==> src/rtl/ccu_pkg.sv <==
// Shared definitions for the context sequencer: opcodes, context-word field
// layout helpers and the sequencer FSM encoding.
package ccu_pkg;

  localparam logic [2:0] OP_NEXT      = 3'd0;
  localparam logic [2:0] OP_JUMP      = 3'd1;
  localparam logic [2:0] OP_BRANCH    = 3'd2;
  localparam logic [2:0] OP_CALL      = 3'd3;
  localparam logic [2:0] OP_RET       = 3'd4;
  localparam logic [2:0] OP_LOOP_PUSH = 3'd5;
  localparam logic [2:0] OP_LOOP_END  = 3'd6;
  localparam logic [2:0] OP_HALT      = 3'd7;

  typedef enum logic {
    ST_IDLE = 1'b0,
    ST_RUN  = 1'b1
  } ccu_state_e;

  function automatic int csel_width(input int cond_w);
    return (cond_w > 1) ? $clog2(cond_w) : 1;
  endfunction

  function automatic int ctx_width(input int aw, input int csel_w);
    return aw + csel_w + 5;
  endfunction

  // Word layout, LSB first: addr | csel | inv | rel | op
  function automatic int off_csel(input int aw);
    return aw;
  endfunction

  function automatic int off_inv(input int aw, input int csel_w);
    return aw + csel_w;
  endfunction

  function automatic int off_rel(input int aw, input int csel_w);
    return aw + csel_w + 1;
  endfunction

  function automatic int off_op(input int aw, input int csel_w);
    return aw + csel_w + 2;
  endfunction

endpackage

==> src/rtl/ccu_lifo.sv <==
// Small LIFO with push, pop and in-place top modification; used for both the
// return-address stack and the loop-count stack.
module ccu_lifo #(
  parameter int WIDTH = 8,
  parameter int DEPTH = 4
) (
  input  logic             CLK_I,
  input  logic             RST_I,
  input  logic             clr,
  input  logic             push,
  input  logic             pop,
  input  logic             mod,
  input  logic [WIDTH-1:0] push_data,
  input  logic [WIDTH-1:0] mod_data,
  output logic [WIDTH-1:0] top,
  output logic             full,
  output logic             empty
);

  localparam int PW = $clog2(DEPTH + 1);

  logic [PW-1:0]    ptr_q;
  logic [WIDTH-1:0] stack_q [DEPTH];

  assign full  = (ptr_q == PW'(DEPTH));
  assign empty = (ptr_q == '0);

  always_comb begin
    top = '0;
    for (int i = 0; i < DEPTH; i++) begin
      if (ptr_q == PW'(i + 1)) top = stack_q[i];
    end
  end

  always_ff @(posedge CLK_I) begin
    if (RST_I || clr) begin
      ptr_q <= '0;
    end else if (push && !full) begin
      ptr_q <= ptr_q + PW'(1);
    end else if (pop && !empty) begin
      ptr_q <= ptr_q - PW'(1);
    end
  end

  // Entry storage is plain data and carries no reset.
  always_ff @(posedge CLK_I) begin
    for (int i = 0; i < DEPTH; i++) begin
      if (push && !full && ptr_q == PW'(i)) begin
        stack_q[i] <= push_data;
      end else if (mod && ptr_q == PW'(i + 1)) begin
        stack_q[i] <= mod_data;
      end
    end
  end

endmodule

==> src/rtl/context_sequencer.sv <==
// Context counter generator for the CGRA: branch selector, call/return stack
// and nested zero-overhead loops driving every PE context memory in lock-step.
module context_sequencer
  import ccu_pkg::*;
#(
  parameter int CONTEXT_ADDR_WIDTH    = 8,
  parameter int CONTEXT_MEMORY_LENGTH = 256,
  parameter int COND_WIDTH            = 4,
  parameter int CALL_DEPTH            = 4,
  parameter int LOOP_DEPTH            = 2
) (
  input  logic                          CLK_I,
  input  logic                          RST_I,
  input  logic                          EN_I,
  input  logic [COND_WIDTH-1:0]         CBOX_I,
  input  logic [ctx_width(CONTEXT_ADDR_WIDTH, csel_width(COND_WIDTH))-1:0] CONTEXT_DATA_I,
  input  logic                          CONTEXT_WR_EN_I,
  input  logic [CONTEXT_ADDR_WIDTH-1:0] CONTEXT_WR_ADDR_I,
  input  logic [CONTEXT_ADDR_WIDTH-1:0] ADDR_I,
  input  logic                          LOAD_EN_I,
  output logic [CONTEXT_ADDR_WIDTH-1:0] CCNT_O,
  output logic                          RUNNING_O,
  output logic                          DONE_O,
  output logic                          ERR_O
);

  localparam int AW     = CONTEXT_ADDR_WIDTH;
  localparam int CSEL_W = csel_width(COND_WIDTH);
  localparam int W      = ctx_width(AW, CSEL_W);
  localparam int MW     = $clog2(CONTEXT_MEMORY_LENGTH);
  localparam logic [AW:0] MEM_LEN = (AW + 1)'(CONTEXT_MEMORY_LENGTH);

  ccu_state_e state_q, state_d;

  logic [AW-1:0] pc_q;
  logic [W-1:0]  word_q;
  logic [W-1:0]  mem [CONTEXT_MEMORY_LENGTH];
  logic          err_q;

  logic [AW-1:0]     w_addr;
  logic [CSEL_W-1:0] w_csel;
  logic              w_inv, w_rel;
  logic [2:0]        w_op;

  logic [AW-1:0] pc_inc, tgt, cand, ccnt;
  logic          cbit, cond, stk_fault, range_fault, fault;
  logic          commit, clr, exec, set_err, done;
  logic          rd_ok, wr_ok;

  logic [AW-1:0] call_top, loop_top;
  logic          call_full, call_empty, loop_full, loop_empty;
  logic          call_push, call_pop, loop_push, loop_end, loop_pop, loop_dec;

  assign w_addr = word_q[AW-1:0];
  assign w_csel = word_q[off_csel(AW) +: CSEL_W];
  assign w_inv  = word_q[off_inv(AW, CSEL_W)];
  assign w_rel  = word_q[off_rel(AW, CSEL_W)];
  assign w_op   = word_q[off_op(AW, CSEL_W) +: 3];

  assign pc_inc = pc_q + AW'(1);
  assign tgt    = w_rel ? (pc_q + w_addr) : w_addr;

  // Selects beyond the implemented C-box bits read as zero before inversion.
  always_comb begin
    cbit = 1'b0;
    for (int i = 0; i < COND_WIDTH; i++) begin
      if (w_csel == CSEL_W'(i)) cbit = CBOX_I[i];
    end
  end

  assign cond = cbit ^ w_inv;

  always_comb begin
    cand      = pc_inc;
    stk_fault = 1'b0;
    case (w_op)
      OP_NEXT:      cand = pc_inc;
      OP_JUMP:      cand = tgt;
      OP_BRANCH:    cand = cond ? tgt : pc_inc;
      OP_CALL: begin
        cand      = tgt;
        stk_fault = call_full;
      end
      OP_RET: begin
        cand      = call_top;
        stk_fault = call_empty;
      end
      OP_LOOP_PUSH: stk_fault = loop_full;
      OP_LOOP_END: begin
        cand      = (loop_top != '0) ? tgt : pc_inc;
        stk_fault = loop_empty;
      end
      OP_HALT:      cand = pc_q;
      default:      cand = pc_inc;
    endcase
  end

  assign range_fault = ({1'b0, cand} >= MEM_LEN);
  assign fault       = stk_fault | range_fault;

  // Load outranks the opcode; a faulting word holds the counter on itself.
  always_comb begin
    ccnt    = pc_q;
    state_d = state_q;
    commit  = 1'b0;
    clr     = 1'b0;
    exec    = 1'b0;
    set_err = 1'b0;
    done    = 1'b0;
    if (LOAD_EN_I) begin
      ccnt = ADDR_I;
      if (EN_I) begin
        commit  = 1'b1;
        clr     = 1'b1;
        state_d = ST_RUN;
      end
    end else if (state_q == ST_RUN) begin
      ccnt = fault ? pc_q : cand;
      if (EN_I) begin
        commit = 1'b1;
        if (fault) begin
          set_err = 1'b1;
          state_d = ST_IDLE;
        end else begin
          exec = 1'b1;
          if (w_op == OP_HALT) begin
            done    = 1'b1;
            state_d = ST_IDLE;
          end
        end
      end
    end
  end

  assign call_push = exec && (w_op == OP_CALL);
  assign call_pop  = exec && (w_op == OP_RET);
  assign loop_push = exec && (w_op == OP_LOOP_PUSH);
  assign loop_end  = exec && (w_op == OP_LOOP_END);
  assign loop_dec  = loop_end && (loop_top != '0);
  assign loop_pop  = loop_end && (loop_top == '0);

  ccu_lifo #(.WIDTH(AW), .DEPTH(CALL_DEPTH)) u_call_stack (
    .CLK_I     (CLK_I),
    .RST_I     (RST_I),
    .clr       (clr),
    .push      (call_push),
    .pop       (call_pop),
    .mod       (1'b0),
    .push_data (pc_inc),
    .mod_data  ({AW{1'b0}}),
    .top       (call_top),
    .full      (call_full),
    .empty     (call_empty)
  );

  ccu_lifo #(.WIDTH(AW), .DEPTH(LOOP_DEPTH)) u_loop_stack (
    .CLK_I     (CLK_I),
    .RST_I     (RST_I),
    .clr       (clr),
    .push      (loop_push),
    .pop       (loop_pop),
    .mod       (loop_dec),
    .push_data (w_addr),
    .mod_data  (loop_top - AW'(1)),
    .top       (loop_top),
    .full      (loop_full),
    .empty     (loop_empty)
  );

  always_ff @(posedge CLK_I) begin
    if (RST_I) begin
      state_q <= ST_IDLE;
      pc_q    <= '0;
      err_q   <= 1'b0;
    end else begin
      state_q <= state_d;
      if (commit) pc_q <= ccnt;
      if (clr) begin
        err_q <= 1'b0;
      end else if (set_err) begin
        err_q <= 1'b1;
      end
    end
  end

  assign rd_ok = ({1'b0, ccnt} < MEM_LEN);
  assign wr_ok = ({1'b0, CONTEXT_WR_ADDR_I} < MEM_LEN);

  // Same-address write and read in one cycle returns the old word.
  always_ff @(posedge CLK_I) begin
    if (CONTEXT_WR_EN_I && wr_ok) mem[CONTEXT_WR_ADDR_I[MW-1:0]] <= CONTEXT_DATA_I;
    if (commit) word_q <= rd_ok ? mem[ccnt[MW-1:0]] : '0;
  end

  assign CCNT_O    = ccnt;
  assign RUNNING_O = (state_q == ST_RUN);
  assign DONE_O    = done;
  assign ERR_O     = err_q;

endmodule

==> config.mk <==
export PLATFORM = sky130hd
export DESIGN_NAME = context_sequencer
export DESIGN_NICKNAME = d
export VERILOG_FILES = /design/src/rtl/ccu_pkg.sv /design/src/rtl/ccu_lifo.sv /design/src/rtl/context_sequencer.sv
export SDC_FILE = /design/constraint.sdc
export NUM_CORES = 2
export LEC_CHECK = 0
export BUFFER_PORTS_ARGS = -buffer_cell sky130_fd_sc_hd__buf_2
export CAP_MARGIN = 20
export CORE_MARGIN = 1.5
export CORE_UTILIZATION = 40
export DETAILED_ROUTE_END_ITERATION = 8
export HOLD_SLACK_MARGIN = 0.15
export PLACE_DENSITY = 0.55
export SETUP_SLACK_MARGIN = 0.3
export SLEW_MARGIN = 20
export SYNTH_ARGS = -nofsm -noshare
export SYNTH_HDL_FRONTEND = slang
export SYNTH_SLANG_ARGS = --single-unit
==> constraint.sdc <==
create_clock -name CLK_I -period 8.6 [get_ports CLK_I]
set_clock_uncertainty 0.15 [all_clocks]
set_input_delay 0.43 -clock CLK_I [delete_from_list [all_inputs] [get_ports CLK_I]]
set_output_delay 0.43 -clock CLK_I [all_outputs]
set_load 0.01 [all_outputs]
==> results.cfg <==
[outcome]
status = finished, final reports clean

[sta]
timing.final.crit_share_pct = 94.6
rsz0062_at_grt = false
fmax_ghz = 0.123
final_max_slew_viol_count = 0
setup_viol = 0
relSlewSlack_pct = 13.0
min_period_ns = 8.14
hold_viol = 0
finalWorstSetupSlack_ns = 0.465
worst_slew_pin_slew_ns = 1.30
fin_tns_setup_ns = 0

[setup_path]
cp_slowest_cell = a2111oi_0
setup.worst_path.end = word_q[9]
reg2reg_from = u_loop_stack.ptr_q[0]
worstSetupStartpoint = u_loop_stack.ptr_q[0]
slowest_delay_ns = 1.07
reg2regPathDepth = 20
critPathLaunchType = register
crit_path_max_fanout = 70
path_cells = inv_1 -> ha_1 -> nor2b_1 -> a22oi_1 -> ha_1 -> inv_1 -> a221oi_1 -> and4_1 -> or3_1 -> nand3_4 -> nand2_4 -> inv_8 -> buf_12 -> buf_4 -> a21oi_1 -> a221oi_1 -> a2111oi_0 -> nand4_1 -> o22a_1 -> o32a_1
cp_data_arrival_time_ns = 8.75
rrSetupSlack_ns = 0.46
setup.worst_path.class = register to register
required_ns = 9.22
worstSetupEndpointType = register
rr_endpoint = word_q[9]

[power_and_ir_drop]
pwr-share-seq_pct = 46.9
power.leakage_nw = 60.1
power.share.combinational_pct = 14.0
p_sw_mw = 12.3
clkPwrFrac_pct = 39.1
totalPowerFinal_mw = 45.0
power_per_cell_area_nw_per_um2 = 247
peakVddDrop_uv = 169
internal-power_mw = 32.7
swShare_pct = 27.4

[yosys]
yosys_register_bits = 3918
synth_nets = 11500
synth-seq-area-share_pct = 73.4
yosys.area.top_type = edfxtp_1
synth_cell_types = 79
synth_ff_type = edfxtp_1
synthCells = 11400
avgSynthCellArea_um2 = 14.0
synth_edf_count = 3903
synthTopCellsByArea = edfxtp_1, nand2_1, a211oi_1
synth_top_area_share_pct = 73.2
synth_area_um2 = 160000
ys_warn_count = 0
synthArstFlopShare_pct = 0

[clocking]
htree_levels = 5
postCtsSetupBuffers = 0
numCtsBuffers = 416
clk_latency_ns = 1.06
cts.clk_slew.worst_paths_ns = 0.06
clockBufferDepth = 4
cts_tree = done
clockRootBuffer = clkbuf_16
cts.sinks = 3918

[route]
viasPerCell = 6.16
first_pass_iters = 6
first_iter_violations = 13800
vias = 106000
finalWirelength_um = 525000
postRouteAntennaNets = 0
wl_per_cell_um = 30.6
post-route-drc-count = 0

[grt]
grt_pass1_wl_um = 742000
gr-usage-all-layers_pct = 25.1
use_met1_pct = 34.6
grt_pass1_vias = 99400
globalRoute.busiestLayer = met2
grtUsageMet2_pct = 39.6
globalRouteOverflowTotal = 0
antenna_found_initial = 39
met3_usage_pct = 4.46
grt_max_degree = 177

[place]
dpl_worst_slack_ns = 0.839
portBuffers = 50
gp_congestion = 0.894
hpwl_um = 306000

[worst_hold_path]
hp-class = input pin to register

[floorplan]
rows = 232
die-height_um = 636
start_util_pct = 40.1
dieArea_um2 = 404000
core_um2 = 399000
top_level_ports = 51
die_w_um = 636

[final_layout]
final_nets = 11600
layout_common_cells = edfxtp_1, nand2_1, and3_1
final_common_cell = edfxtp_1
area_growth_pct = 13.7
drive_above_1_share_pct = 11.0
final_util_pct = 45.6

[run]
maxCapViolations = 0
## final cells by class
class / count / area [um2]
inverters: 29 / 126
repair buffers: 641 / 5540
clock buffers: 512 / 10900
diodes: 20 / 50.0
clock inverters: 244 / 2350
multi-input cells: 6537 / 38900
fillers: 35100 / 217000
well taps: 5265 / 6590
flip-flops and latches: 3918 / 118000
## power by group through the flow
stage	sequential (mW)	combinational [mW]	clock [mW]
3_5_place_dp	21.5	6.18	0
6_report	21.1	6.29	17.6
5_1_grt	21.1	6.59	18.5
4_1_cts	21.1	6.21	17.8
3_3_place_gp	21.5	6.11	0
2_1_floorplan	21.5	3.37	0
## kinds of logic after synthesis
logic type                 after synthesis  synth area share (%)
adders and majority gates               20                 0.161
and+or+nand+nor                       3721                  10.4
xor gates and xnor gates                17                0.0930
buffers and inverters                  990                  2.48
AOI/OAI and AO/OA                     2599                  12.3
DFF                                   3918                  73.4
muxes                                  180                  1.17
## Yosys cell counts, types with 25 or more instances
cell type / n
mux2i_1: 136
nand2_1: 2080
a32oi_1: 61
a221oi_1: 370
a31oi_1: 338
mux2_2: 43
o21ai_0: 58
o22a_1: 28
and3_1: 566
nor4b_1: 28
nor2_1: 336
nand3_1: 526
clkbuf_1: 612
inv_1: 25
buf_1: 158
edfxtp_1: 3903
a211oi_1: 531
a21boi_0: 31
buf_2: 186
o2bb2ai_1: 59
a21oi_1: 330
a22o_1: 151
o211ai_1: 106
nor4_1: 37
a2111oi_0: 60
a32o_1: 43
a22oi_1: 60
nand4_1: 73
a311oi_1: 219
## repair_timing
item,in CTS,in global routing
endpoints found under the hold margin,1555,0
gates resized for setup,0,1
endpoints found under the setup margin,0,1
hold buffers,30,0
## registers in the layout (all words and copies together), names as in the netlist
| signal | flops |
|---|---|
| word_q | 15 |
| u_loop_stack.ptr_q | 2 |
| mem | 3840 |
| pc_q | 8 |
| ERR_O | 1 |
| u_loop_stack.stack_q | 16 |
| u_call_stack.ptr_q | 3 |
| RUNNING_O | 1 |
| u_call_stack.stack_q | 32 |
## per-stage QoR
step	cell area (um2)	std cells	hold slack, ns
floorplan	160000	11400	0.336
global placement	168000	16400	0.330
detailed placement	168000	16400	0.333
CTS	182000	17100	0.151
global route	182000	17200	0.194
finish	182000	17200	0.205
## how the worst min path moves through the flow
stage	from	to	slack (ns)	cells past startpoint
global placement	ERR_O	ERR_O	0.33	2
floorplan	u_loop_stack.ptr_q[1]	u_loop_stack.ptr_q[1]	0.34	2
finish	ADDR_I[2]	pc_q[2]	0.20	9
CTS	ADDR_I[2]	pc_q[2]	0.15	9
global route	CONTEXT_WR_ADDR_I[5]	mem[187][0]	0.19	4
detailed placement	ERR_O	ERR_O	0.33	2
## layer usage
layer / share of wire [%] / up-vias / routed length [um]
li1: - / 45300 / -
met4: 4.0 / 20 / 21000
met3: 8.9 / 910 / 46600
met2: 47 / 5190 / 244000
met1: 41 / 54400 / 213000
met5: 0.024 / - / 126
## worst max-delay path, delay by kind of cell (launching register included)
family	cells	cell delay, ns
flip-flops	1	0.32
AO/OA/AOI/OAI	7	2.91
AND/OR/NAND/NOR	6	2.34
adder cells (fa/ha/maj)	2	0.72
buffers and inverters	5	1.26
Note: power is estimated with default switching activity, not from simulation.
